File: src/rtl/uart_cmd_rx_if.sv
// Purpose: serial line in, received byte and command status/control levels out.
// Latency: carries no logic, so it adds no delay.
// Backpressure: none. Every output is a pulse or a level, so nothing waits on a consumer.
// Port summary:
//   uart_rx   serial line, idle high
//   rx_data   last received byte
//   rx_valid  one-cycle byte strobe
//   frame_err one-cycle bad-stop strobe
//   cmd_valid one-cycle applied-command strobe
//   cmd_err   one-cycle aborted-command strobe
//   fir_en, lms_en, pmod_sel  control levels
interface uart_cmd_rx_if;
   logic       uart_rx;
   logic [7:0] rx_data;
   logic       rx_valid;
   logic       frame_err;
   logic       cmd_valid;
   logic       cmd_err;
   logic       fir_en;
   logic       lms_en;
   logic       pmod_sel;

   // master: the receiver, which drives the status and control outputs
   modport master (
      input  uart_rx,
      output rx_data, rx_valid, frame_err, cmd_valid, cmd_err,
             fir_en, lms_en, pmod_sel
   );

   // slave: the line source and the consumer of the outputs
   modport slave (
      output uart_rx,
      input  rx_data, rx_valid, frame_err, cmd_valid, cmd_err,
             fir_en, lms_en, pmod_sel
   );
endinterface

File: src/rtl/uart_cmd_rx.sv
// Purpose: 8N1 UART receiver feeding a 3-byte command parser ("F|L|P", "0|1", LF).
// Latency: rx_valid appears 1 clock after the stop-bit mid-sample; the control output changes 1 clock later.
// Backpressure: none. Every output is a pulse or a level, and received bytes are never held off.
// Ports: sys_clk, sys_rst (synchronous, active-high); bus = uart_cmd_rx_if.master.
module uart_cmd_rx #(
   parameter int CLK_FREQ = 50_000_000,
   parameter int BAUD     = 115200,
   parameter int TIMEOUT  = 5_000_000
) (
   input  logic          sys_clk,
   input  logic          sys_rst,
   uart_cmd_rx_if.master bus
);
   localparam int BIT_CNT = CLK_FREQ / BAUD;
   localparam int CW      = $clog2(BIT_CNT);
   localparam int TW      = $clog2(TIMEOUT + 1);

   localparam logic [7:0] OP_F = 8'h46, OP_L = 8'h4C, OP_P = 8'h50;
   localparam logic [7:0] CH_0 = 8'h30, CH_1 = 8'h31, CH_LF = 8'h0A;

   // ---------------- receiver ----------------
   typedef enum logic [1:0] {IDLE, START, DATA, STOP} rx_state_t;
   rx_state_t rx_state, rx_state_n;

   logic          sync1, sync2, rx_prev;
   logic [CW-1:0] cnt, cnt_n;
   logic [2:0]    bit_idx, bit_idx_n;
   logic [7:0]    shift, shift_n;
   logic          byte_ok, byte_bad;
   logic [7:0]    rx_data;
   logic          rx_valid, frame_err;

   always_ff @(posedge sys_clk) begin
      if (sys_rst) begin
         sync1     <= 1'b1;
         sync2     <= 1'b1;
         rx_prev   <= 1'b1;
         rx_state  <= IDLE;
         cnt       <= '0;
         bit_idx   <= '0;
         shift     <= '0;
         rx_data   <= '0;
         rx_valid  <= 1'b0;
         frame_err <= 1'b0;
      end else begin
         sync1     <= bus.uart_rx;
         sync2     <= sync1;
         rx_prev   <= sync2;
         rx_state  <= rx_state_n;
         cnt       <= cnt_n;
         bit_idx   <= bit_idx_n;
         shift     <= shift_n;
         rx_valid  <= byte_ok;
         frame_err <= byte_bad;
         if (byte_ok)
            rx_data <= shift;
      end
   end

   always_comb begin
      rx_state_n = rx_state;
      cnt_n      = cnt + CW'(1);
      bit_idx_n  = bit_idx;
      shift_n    = shift;
      byte_ok    = 1'b0;
      byte_bad   = 1'b0;
      case (rx_state)
         IDLE: begin
            cnt_n = '0;
            if (rx_prev && !sync2)
               rx_state_n = START;
         end
         START: begin
            // A line that is high again at mid start bit was a glitch.
            if (cnt == CW'(BIT_CNT / 2)) begin
               cnt_n      = '0;
               bit_idx_n  = '0;
               rx_state_n = sync2 ? IDLE : DATA;
            end
         end
         DATA: begin
            if (cnt == CW'(BIT_CNT - 1)) begin
               cnt_n   = '0;
               shift_n = {sync2, shift[7:1]};
               if (bit_idx == 3'd7)
                  rx_state_n = STOP;
               else
                  bit_idx_n = bit_idx + 3'd1;
            end
         end
         STOP: begin
            // Go idle at the mid-sample so a start bit that follows with no gap is still caught.
            if (cnt == CW'(BIT_CNT - 1)) begin
               cnt_n      = '0;
               rx_state_n = IDLE;
               byte_ok    = sync2;
               byte_bad   = !sync2;
            end
         end
         default: rx_state_n = IDLE;
      endcase
   end

   // ---------------- command parser ----------------
   typedef enum logic [1:0] {P_OP, P_VAL, P_END} p_state_t;
   p_state_t p_state, p_state_n;

   logic [7:0]    op, op_n;
   logic          val, val_n;
   logic [TW-1:0] tcnt;
   logic          timed_out, cmd_ok, cmd_bad;
   logic          cmd_valid, cmd_err, fir_en, lms_en, pmod_sel;

   assign timed_out = (p_state != P_OP) && (tcnt == TW'(TIMEOUT - 1));

   always_comb begin
      p_state_n = p_state;
      op_n      = op;
      val_n     = val;
      cmd_ok    = 1'b0;
      cmd_bad   = 1'b0;
      if (rx_valid) begin
         case (p_state)
            P_OP: begin
               // Any byte that is not an opcode, including stray CR/LF, is ignored without an error.
               if (rx_data == OP_F || rx_data == OP_L || rx_data == OP_P) begin
                  op_n      = rx_data;
                  p_state_n = P_VAL;
               end
            end
            P_VAL: begin
               if (rx_data == CH_0 || rx_data == CH_1) begin
                  val_n     = rx_data[0];
                  p_state_n = P_END;
               end else begin
                  cmd_bad   = 1'b1;
                  p_state_n = P_OP;
               end
            end
            P_END: begin
               cmd_ok    = (rx_data == CH_LF);
               cmd_bad   = (rx_data != CH_LF);
               p_state_n = P_OP;
            end
            default: p_state_n = P_OP;
         endcase
      end else if ((frame_err || timed_out) && p_state != P_OP) begin
         cmd_bad   = 1'b1;
         p_state_n = P_OP;
      end
   end

   always_ff @(posedge sys_clk) begin
      if (sys_rst) begin
         p_state   <= P_OP;
         op        <= '0;
         val       <= 1'b0;
         tcnt      <= '0;
         cmd_valid <= 1'b0;
         cmd_err   <= 1'b0;
         fir_en    <= 1'b0;
         lms_en    <= 1'b0;
         pmod_sel  <= 1'b0;
      end else begin
         p_state   <= p_state_n;
         op        <= op_n;
         val       <= val_n;
         cmd_valid <= cmd_ok;
         cmd_err   <= cmd_bad;
         // The idle timer runs only while a command is part-way through.
         if (rx_valid || p_state == P_OP)
            tcnt <= '0;
         else
            tcnt <= tcnt + TW'(1);
         if (cmd_ok) begin
            case (op)
               OP_F:    fir_en   <= val;
               OP_L:    lms_en   <= val;
               OP_P:    pmod_sel <= val;
               default: ;
            endcase
         end
      end
   end

   assign bus.rx_data   = rx_data;
   assign bus.rx_valid  = rx_valid;
   assign bus.frame_err = frame_err;
   assign bus.cmd_valid = cmd_valid;
   assign bus.cmd_err   = cmd_err;
   assign bus.fir_en    = fir_en;
   assign bus.lms_en    = lms_en;
   assign bus.pmod_sel  = pmod_sel;
endmodule

File: src/flat_wrapper.sv
// flat-port wrapper written by rule: the top's interface ports become plain ports
module uart_cmd_rx_flat 
#(
   parameter int CLK_FREQ = 50_000_000,
   parameter int BAUD     = 115200,
   parameter int TIMEOUT  = 5_000_000
)
  (sys_clk, sys_rst, bus_uart_rx, bus_rx_data, bus_rx_valid, bus_frame_err, bus_cmd_valid, bus_cmd_err, bus_fir_en, bus_lms_en, bus_pmod_sel);
  uart_cmd_rx_if bus_i ();
  input  logic sys_clk;
  input  logic sys_rst;
  input wire logic [$bits(bus_i.uart_rx)-1:0] bus_uart_rx;
  output wire logic [$bits(bus_i.rx_data)-1:0] bus_rx_data;
  output wire logic [$bits(bus_i.rx_valid)-1:0] bus_rx_valid;
  output wire logic [$bits(bus_i.frame_err)-1:0] bus_frame_err;
  output wire logic [$bits(bus_i.cmd_valid)-1:0] bus_cmd_valid;
  output wire logic [$bits(bus_i.cmd_err)-1:0] bus_cmd_err;
  output wire logic [$bits(bus_i.fir_en)-1:0] bus_fir_en;
  output wire logic [$bits(bus_i.lms_en)-1:0] bus_lms_en;
  output wire logic [$bits(bus_i.pmod_sel)-1:0] bus_pmod_sel;
  assign bus_i.uart_rx = bus_uart_rx;
  assign bus_rx_data = bus_i.rx_data;
  assign bus_rx_valid = bus_i.rx_valid;
  assign bus_frame_err = bus_i.frame_err;
  assign bus_cmd_valid = bus_i.cmd_valid;
  assign bus_cmd_err = bus_i.cmd_err;
  assign bus_fir_en = bus_i.fir_en;
  assign bus_lms_en = bus_i.lms_en;
  assign bus_pmod_sel = bus_i.pmod_sel;
  uart_cmd_rx #(.CLK_FREQ(CLK_FREQ), .BAUD(BAUD), .TIMEOUT(TIMEOUT)) u_core (.sys_clk(sys_clk), .sys_rst(sys_rst), .bus(bus_i));
endmodule
File: config.mk
export PLATFORM = sky130hd
export DESIGN_NAME = uart_cmd_rx_flat
export DESIGN_NICKNAME = d
export VERILOG_FILES = /design/src/rtl/uart_cmd_rx_if.sv /design/src/rtl/uart_cmd_rx.sv /design/src/flat_wrapper.sv
export SDC_FILE = /design/constraint.sdc
export NUM_CORES = 1
export LEC_CHECK = 0
export CAP_MARGIN = 20
export CORE_ASPECT_RATIO = 0.5
export CORE_UTILIZATION = 35
export CTS_CLUSTER_SIZE = 12
export DETAILED_ROUTE_END_ITERATION = 10
export SLEW_MARGIN = 0
export SYNTH_ARGS = -nofsm -noshare
export SYNTH_HDL_FRONTEND = slang
export SYNTH_SLANG_ARGS = --single-unit
export TNS_END_PERCENT = 50
File: constraint.sdc
create_clock -name sys_clk -period 2.4 [get_ports sys_clk]
set_clock_uncertainty 0.05 [all_clocks]
set_input_delay 0.48 -clock sys_clk [delete_from_list [all_inputs] [get_ports sys_clk]]
set_output_delay 0.48 -clock sys_clk [all_outputs]
set_load 0.01 [all_outputs]
==> impl_results.md <==
- # port buffers: 17
- Max-slew headroom: 0.5604
- Final max-slew violation count: 0
- Peak supply drop: roughly 0.30 mV
- Worst Tran Pin Value: about 650 ps
- Main combinational cell family by area after synthesis: simple AND/OR/NAND/NOR gates
- DIE HEIGHT: 72.47 um
- Leading cell type in the layout, fill and taps excluded: dfxtp_1
- Setup ws final: ~420 ps
- Maximum clock rate: a little over 500 MHz
- I/O Pins: 18
- Cell Area, Synth: between 3000 and 4000 sq um
- Register Area: between 1000 and 1500 sq um
- Worst setup path class: reg -> reg
- Die Wd: 142.9 um
- Layout cells sized above 1: 0.1114
- First-pass GRT wire length: 12.13 mm
- Synth warnings: 0
- Largest net degree at the start of global routing: 27
- DRT Pass-1 Iters: 4
- Pre-CTS setup slack: roughly 420 ps
- Number of max-cap violations: 0
- Post-synthesis adder-cell area fraction: 0.02880
- Distinct cells, synth: 65
- DRC: 0
- Synth async-reset ratio: 0
- CTS sink count: 74
- Vias: between 2000 and 3000
- Final period util: 0.8261
- Clk root buf: clkbuf_16
- Sequential share of the synthesized area: 0.4262
- RSZ-0062 raised after global routing: no
- Critical Path Fanout Max: 8
- Post-synthesis compound-gate area fraction: 0.1192
- Primary FF master, synth: dfxtp_1
- Power Dens Cells: roughly 630 nW/um^2
- Setup_tns: 0 ps
- Diode count: 0
- Worst hold path type: reg -> reg
- Row cnt: 25
- # hold bufs at CTS: 0
- Cells after Synth: between 300 and 400
- WP data required: about 2600 ps
- DR iter-0 viols: 140
- Lkg Pwr: approximately 1.4 nW
- Worst EP arrival: between 2000 and 2500 ps
- Number of gates resized after CTS: 0
- Syn avg cell area: about 9.4 sq um
- Most frequent cells in the layout: 74 x dfxtp_1, 39 x nor2_1, 21 x a21oi_1, 17 x nand2_1, 17 x clkdlybuf4s50_1
- CP endpoint kind: flop
- Final Wtd Congestion: between 0.7 and 0.8
- Initial antenna violation count: 0
- Final min period: 1983 ps
- DIE AREA: a little over 10000 sq um
- Final WL: about 7.0 mm
- Routed Antenna Nets: 0
- Multi-input logic area: approximately 1900 sq um
- Final setup fails: 0
- Post-synthesis mux area share: 0.04644
- Tot Pwr: approximately 2.6 mW
- Nets: between 400 and 500
- Post-detail-place hpwl: roughly 4.9 mm
- Startpoint class of the critical path: flop
- CTS Buffer Depth: 2
- Fin. Hold Viols: 0
- Core Footprint: roughly 9500 sq um
- Total CTS buffers: 9
- CTS tree: yes
- Number of global-route vias before repair: 2561
- FILL cells: between 900 and 1000
- Xor and xnor area share after synthesis: 0.04788
- Worst skew pair latency: 330 ps
- Status: finished, final reports clean
- P&R area growth vs syn: 18.00%
- CTS clk-pin slew, worst paths: around 60 ps
- FF+latch count, synth: 74
- GR Util All Layers: 0.1487
- Initial Utilization: 0.3643
- Post-synth EDFFs: 0
- CTS H-tree lvls: 3
- Simple-gate area share of the yosys netlist: 0.3049
- Syn_nets: 380
- Total gr overflow: 0
- Setup bufs post-CTS: 0
- Post-detailed-route wirelength per cell: roughly 13 um
- Vias per std cell: around 5.1
[report_power, final]
| part | internal (mW) | total (mW) | switching (mW) |
|---|---|---|---|
| sequential | 1.24 | 1.24 | 0.00807 |
| clock | 0.785 | 1.26 | 0.478 |
| combinational | 0.0235 | 0.0673 | 0.0439 |
| total | 2.05 | 2.57 | 0.530 |
[cell usage after synthesis (2+ instances only)]
cell type  instances  share of area
dfxtp_1           74           0.43
nor2_1            39          0.042
a21oi_1           21          0.030
nand2_1           17          0.018
mux2i_1           15          0.043
nand3_1           15          0.022
clkbuf_1          13          0.014
nand4_1           12          0.022
o21ai_0           12          0.017
o31ai_1           11          0.024
xnor2_1           10          0.025
xor2_1             9          0.023
ha_1               8          0.029
nand2b_1           8          0.014
nor3_1             8          0.012
inv_1              5         0.0054
nor3b_1            5          0.011
or3_1              5         0.0090
and2_1             4         0.0072
nand4bb_1          4          0.013
nor4_1             4         0.0072
nor4b_1            4          0.010
or2_2              4         0.0072
or4_1              4         0.0086
and3_1             3         0.0054
and4_1             3         0.0076
nand3b_1           3         0.0065
nand4b_1           3         0.0076
a211oi_1           2         0.0043
a21o_1             2         0.0043
a311o_1            2         0.0058
a31oi_1            2         0.0036
a41o_1             2         0.0058
and3b_1            2         0.0050
buf_2              2         0.0029
clkinv_1           2         0.0022
nor2b_1            2         0.0036
[state kept, by name (all words and copies together), names as in the netlist, named ones only]
| name | cells |
|---|---|
| u_core.bus.pmod_sel | 1 |
| u_core.sync2 | 1 |
| u_core.bus.cmd_valid | 1 |
| u_core.cnt | 9 |
| u_core.bus.frame_err | 1 |
| u_core.sync1 | 1 |
| u_core.tcnt | 23 |
| u_core.bus.lms_en | 1 |
| u_core.p_state | 2 |
| u_core.shift | 8 |
| u_core.bus.rx_valid | 1 |
| u_core.bus.rx_data | 8 |
| u_core.rx_state | 1 |
| u_core.bus.cmd_err | 1 |
| u_core.op | 8 |
| u_core.bit_idx | 3 |
| u_core.bus.fir_en | 1 |
| u_core.val | 1 |
| u_core.rx_prev | 1 |
[layout make-up]
type	instances	share of cell area
multi-input combinational	272	0.4637
timing repair buffer	26	0.05796
clock buffer	15	0.06772
clock inverter	1	0.001830
sequential	74	0.3612
inverter	7	0.006406
tap	135	0.04118
[path summary, 6_finish.rpt]
check	depth (start not counted)	slack (ps)	end	from
max reg2reg	5	420	u_core.bus.rx_data[4]	u_core.cnt[0]
min reg2reg	1	360	u_core.sync2	u_core.sync1
max	5	420	u_core.bus.rx_data[4]	u_core.cnt[0]
min	1	360	u_core.sync2	u_core.sync1
[per-stage QoR]
step	utilization	instance area (sq um)	hold WS, ps	cells
finish	0.4299	4101	362.6	530
global route	0.4299	4101	382.0	530
CTS	0.4299	4101	366.5	530
detailed placement	0.4000	3816	353.4	514
global placement	0.4000	3816	348.3	514
floorplan	-	3476	339.5	369
[critical path, stage by stage (launching register included)]
cell      delay, ps
dfxtp_1         390
ha_1            200
nand3b_2        190
or4b_1          680
o31ai_1         260
a21oi_1          90
[cells by family (layout without fill, tap and decap cells)]
kind of cell	Yosys count	in the layout
simple gates	166	166
mux	16	16
buf+inv	23	49
flops	74	74
fa+ha+maj	8	8
compound gates	63	63
xor+xnor	19	19
[per-layer routing]
metal  track usage  share of wire
met1        0.1873           0.52
met2        0.2466           0.45
met3       0.04356          0.024
met4       0.04659         0.0059
met5             0              0
No activity file was read; power rests on OpenSTA's default activity.
